===== config.mk =====
export PLATFORM = sky130hd
export DESIGN_NAME = eth_port_arbiter
export DESIGN_NICKNAME = d
export VERILOG_FILES = /design/src/rtl/eth_port_arbiter.sv
export SDC_FILE = /design/constraint.sdc
export NUM_CORES = 1
export LEC_CHECK = 0
export CAP_MARGIN = 20
export CORE_AREA = 4 4 136 138
export DETAILED_ROUTE_END_ITERATION = 16
export DIE_AREA = 0 0 140 142
export GPL_TIMING_DRIVEN = 0
export PLACE_DENSITY_LB_ADDON = 0.25
export SLEW_MARGIN = 15
export SYNTH_ARGS = -nofsm -noshare
export SYNTH_HDL_FRONTEND = slang
export SYNTH_SLANG_ARGS = --single-unit

===== constraint.sdc =====
create_clock -name clk -period 2.9 [get_ports clk]
set_clock_uncertainty 0.1 [all_clocks]
set_input_delay 0.725 -clock clk [delete_from_list [all_inputs] [get_ports clk]]
set_output_delay 0.725 -clock clk [all_outputs]
set_load 0.02 [all_outputs]

===== src/rtl/eth_port_arbiter.sv =====
// eth_port_arbiter: frame-granular round-robin arbiter sharing one parser between NUM_PORTS AXI4-Stream ports
module eth_port_arbiter #(
    parameter int NUM_PORTS       = 4,
    parameter int DATA_WIDTH      = 64,
    parameter int MAX_FRAME_BEATS = 1024,
    parameter int PORT_W          = $clog2(NUM_PORTS)
) (
    input  logic                            clk,
    input  logic                            rst_n,
    input  logic [NUM_PORTS*DATA_WIDTH-1:0] s_axis_tdata,
    input  logic [NUM_PORTS-1:0]            s_axis_tvalid,
    input  logic [NUM_PORTS-1:0]            s_axis_tlast,
    output logic [NUM_PORTS-1:0]            s_axis_tready,
    output logic [DATA_WIDTH-1:0]           m_axis_tdata,
    output logic                            m_axis_tvalid,
    output logic                            m_axis_tlast,
    input  logic                            m_axis_tready,
    output logic [PORT_W-1:0]               m_axis_tid,
    output logic                            m_axis_ttrunc,
    output logic                            busy,
    output logic [15:0]                     trunc_count
);
    localparam int CNT_W = $clog2(MAX_FRAME_BEATS + 1);

    typedef enum logic [1:0] {IDLE, GRANT, DRAIN} state_t;

    state_t            state_q, state_d;
    logic [PORT_W-1:0] grant_q, grant_d, last_grant_q, last_grant_d;
    logic [CNT_W-1:0]  beat_cnt_q, beat_cnt_d;
    logic [15:0]       trunc_q, trunc_d;
    logic [DATA_WIDTH-1:0] src_data;
    logic              src_valid, src_last, found, at_limit, accept;
    logic [PORT_W-1:0] pick, idx;

    always_comb begin
        src_data  = '0;
        src_valid = 1'b0;
        src_last  = 1'b0;
        for (int i = 0; i < NUM_PORTS; i++) begin
            if (grant_q == PORT_W'(i)) begin
                src_data  = s_axis_tdata[i*DATA_WIDTH +: DATA_WIDTH];
                src_valid = s_axis_tvalid[i];
                src_last  = s_axis_tlast[i];
            end
        end
    end

    // Search starts just after the last served port, so that port ranks lowest.
    always_comb begin
        pick  = '0;
        idx   = '0;
        found = 1'b0;
        for (int i = 1; i <= NUM_PORTS; i++) begin
            idx = PORT_W'((int'(last_grant_q) + i) % NUM_PORTS);
            if (!found && s_axis_tvalid[idx]) begin
                pick  = idx;
                found = 1'b1;
            end
        end
    end

    assign at_limit      = beat_cnt_q == CNT_W'(MAX_FRAME_BEATS - 1);
    assign m_axis_tvalid = state_q == GRANT && src_valid;
    assign m_axis_tdata  = state_q == GRANT ? src_data : '0;
    assign m_axis_tlast  = m_axis_tvalid && (src_last || at_limit);
    assign m_axis_ttrunc = m_axis_tvalid && at_limit && !src_last;
    assign m_axis_tid    = state_q == IDLE ? '0 : grant_q;
    assign accept        = m_axis_tvalid && m_axis_tready;
    assign busy          = state_q != IDLE;
    assign trunc_count   = trunc_q;

    always_comb begin
        s_axis_tready = '0;
        for (int i = 0; i < NUM_PORTS; i++) begin
            if (grant_q == PORT_W'(i))
                s_axis_tready[i] = state_q == DRAIN || (state_q == GRANT && m_axis_tready);
        end
    end

    always_comb begin
        state_d      = state_q;
        grant_d      = grant_q;
        last_grant_d = last_grant_q;
        beat_cnt_d   = beat_cnt_q;
        trunc_d      = trunc_q;
        case (state_q)
            IDLE: if (found) begin
                grant_d      = pick;
                last_grant_d = pick;
                state_d      = GRANT;
            end
            GRANT: if (accept) begin
                if (src_last) begin
                    beat_cnt_d = '0;
                    state_d    = IDLE;
                end else if (at_limit) begin
                    beat_cnt_d = '0;
                    trunc_d    = trunc_q != 16'hFFFF ? trunc_q + 16'd1 : trunc_q;
                    state_d    = DRAIN;
                end else begin
                    beat_cnt_d = beat_cnt_q + 1'b1;
                end
            end
            DRAIN: if (src_valid && src_last) state_d = IDLE;
            default: state_d = IDLE;
        endcase
    end

    always_ff @(posedge clk or negedge rst_n) begin
        if (!rst_n) begin
            state_q      <= IDLE;
            grant_q      <= '0;
            last_grant_q <= PORT_W'(NUM_PORTS - 1);
            beat_cnt_q   <= '0;
            trunc_q      <= '0;
        end else begin
            state_q      <= state_d;
            grant_q      <= grant_d;
            last_grant_q <= last_grant_d;
            beat_cnt_q   <= beat_cnt_d;
            trunc_q      <= trunc_d;
        end
    end
endmodule


==> reports/results.ini <==
[run_status]
status=finished, violations left
failed_checks=negative setup slack

[min_path]
hold_depth=1
hold_path_end=beat_cnt_q[10]
worstHoldPathType=register to register
min_from=beat_cnt_q[10]

[clock_tree]
clk_pin_slew_worst_paths_ps=50
cts_tree=yes
clk_latency_ps=270
numClockSinks=33
root_buffer=clkbuf_16
cts_made_buffers=5
holdBufCountCts=0
clockBufferDepth=2
h-tree-depth=2

[sta]
fmax_ghz=0.344
fin_crit_sh_pct=100
setup_violations=1
finalHoldViolations=0
finalCriticalPeriod_ps=2910
relSlewSlack_pct=40.6
final.setup.worst_slack_ps=-7.21
final-max-slew-violation-count=0
worst_pin_slew_ps=879

[floorplanning]
die_x_um=140
rows=48
coreArea_um2=17200
die_height_um=142
die_area_um2=19900
start_util_pct=21.6
num_io_pins=357

[cells_and_area]
multi_input_area_um2=2790
area_growth_pct=108
stdcell_area_um2=7710
layout.nets=970
drive_above_1_share_pct=25.1
register_area_um2=828
nFillCells=1684

[logic_synthesis]
synthTopCellsByArea=mux4_2, dfrtp_1, and2_1
seq_area_frac_synth_pct=22.3
synth_area_per_cell_um2=11.3
synth-edff-count=0
netlist_top_cells_count=mux4_2, and2_1, dfrtp_1
synthArstFlopShare_pct=100
synthesis.area_um2=3710
ys_seq_elements=33
yosysMostFrequentCell=mux4_2
synth_flop_cell=dfrtp_1
synthDistinctLibCells=42
synthesis.nets=598
synth_warnings=0
synth_cells=329
synth_top_area_share_pct=40.0
yosys.area.top_type=mux4_2

[grt]
grt_max_degree=34
overflow=0
grt_pass1_vias=4709
grt_pass1_wl_um=33800
track_usage_pct=23.3
antenna_found_initial=31

[critical_path]
r2r_slack_ps=220
end_kind=output pin
regToRegEndpoint=trunc_count[7]
r2r_cells=8
cp.buffers_inverters=2
max_stage_delay_ps=460
cp-startpoint=s_axis_tdata[88]
r2r-start=grant_q[0]
critPathTopFamily=buffers and inverters
cp.required_ps=2080
critical_path.startpoint_type=input port
crit_arrival_ps=2080
critical_path.cell_chain=clkdlybuf4s50_1 -> mux4_2 -> and2_1 -> clkdlybuf4s15_2
crit_slowest_cell=mux4_2
criticalPathCategory=input port to output pin
worstPathMaxFanout=1

[pwr]
p_total_mw=5.98
p_leak_nw=3.09
powerDensity_nw_per_um2=776
max-vdd-ir-drop_uv=387

[run]
maxCapViolCount=0

[routing]
wire_per_inst_um=26.6
vias=4639
route.detailed.drc=0
drt_pre_antenna_iters=4
antenna_left=0
drt_iter0_markers=204
vias_per_cell=4.96
routed_wl_um=24900

[placement]
gp_congestion=1.01
dpl_cell_area_um2=7550
numPortBuffers=356
dp_hpwl_um=21600

==> cells by family (layout without fill, tap and decap cells) <==
| group | count (synthesis) | count (layout) | synth area share, % |
|---|---|---|---|
| AND/OR/NAND/NOR | 146 | 146 | 23.3 |
| multiplexers | 69 | 69 | 40.9 |
| AO/OA/AOI/OAI | 35 | 35 | 5.93 |
| flip-flops | 33 | 33 | 22.3 |
| buffers and inverters | 29 | 402 | 3.37 |
| XOR/XNOR | 15 | 15 | 3.54 |
| adder cells (fa/ha/maj) | 2 | 2 | 0.674 |
| other | 0 | 8 | 0 |
==> per-stage QoR <==
step / util, % / setup WS [ps] / std cells / TNS, ps / hold slack [ps]
global route: 44.9 / -14.0 / 935 / -20.4 / 422
global placement: 44.0 / -739 / 910 / -20940 / 362
detailed placement: 44.0 / -755 / 910 / -21600 / 381
floorplan: - / 251 / 329 / 0 / 329
finish: 44.9 / -7.21 / 935 / -7.21 / 387
CTS: 45.7 / -4.82 / 926 / -4.82 / 392
==> worst max path at each step <==
stage	to	slack, ps	cells after the start
6_report	m_axis_tdata[24]	-7	4
5_1_grt	m_axis_tdata[19]	-10	4
4_1_cts	m_axis_tlast	-5	5
3_5_place_dp	m_axis_tlast	-750	5
3_3_place_gp	m_axis_tlast	-740	5
2_1_floorplan	m_axis_ttrunc	250	3
==> cell usage in the layout, fill, tap and decap left out, drive strengths merged, types with 2 or more instances in the layout <==
master | Yosys | final
o21ai | 15 | 15
inv | 3 | 3
o31ai | 5 | 5
dfstp | 2 | 2
dlygate4sd2 | 0 | 23
mux4 | 66 | 66
a21o | 3 | 3
diode | 0 | 8
nor2 | 14 | 14
ha | 2 | 2
clkdlybuf4s15 | 0 | 28
buf | 9 | 33
o21a | 3 | 3
nor3 | 2 | 2
nand3 | 13 | 13
mux2i | 2 | 2
and3 | 6 | 6
nor4 | 3 | 3
dlymetal6s2s | 0 | 4
nand4 | 10 | 10
xnor2 | 13 | 13
and2 | 64 | 64
dfrtp | 31 | 31
a31oi | 2 | 2
clkdlybuf4s50 | 0 | 259
nand2b | 2 | 2
clkbuf | 17 | 52
a21oi | 3 | 3
or3 | 2 | 2
xor2 | 2 | 2
nand2 | 18 | 18
nor2b | 6 | 6
==> state kept, by name, indices dropped and copies added, names as in the netlist <==
register,cells
grant_q,2
trunc_count,16
state_q,2
last_grant_q,2
beat_cnt_q,11
==> final cells by class <==
| cell class | count | area share [%] |
|---|---|---|
| Multi-Input combinational cell | 267 | 36.1 |
| Tap cell | 225 | 3.65 |
| Buffer | 26 | 2.71 |
| Clock buffer | 8 | 1.90 |
| Antenna cell | 8 | 0.260 |
| Sequential cell | 33 | 10.7 |
| Timing Repair Buffer | 365 | 44.5 |
| Inverter | 3 | 0.146 |
==> report_power, final <==
| part | internal (mW) | total, mW | switching [mW] |
|---|---|---|---|
| clock | 0.342 | 0.526 | 0.184 |
| sequential | 0.527 | 0.562 | 0.0350 |
| combinational | 2.40 | 4.90 | 2.50 |
| total | 3.27 | 5.98 | 2.71 |
==> what timing repair did <==
action / 4_1_cts / 5_1_grt
pin swaps: 2 / 0
resized for setup: 224 / 68
buffers inserted: 8 / 1
setup endpoints to repair: 73 / 55
==> metal layers <==
metal	vias up	wire (um)	global-route usage, %
met4	44	446	3.98
met2	276	11500	37.0
met3	69	3200	12.7
met5	-	283	0
li1	2032	-	-
met1	2218	9470	28.5
(Power assumes the default switching activity.)
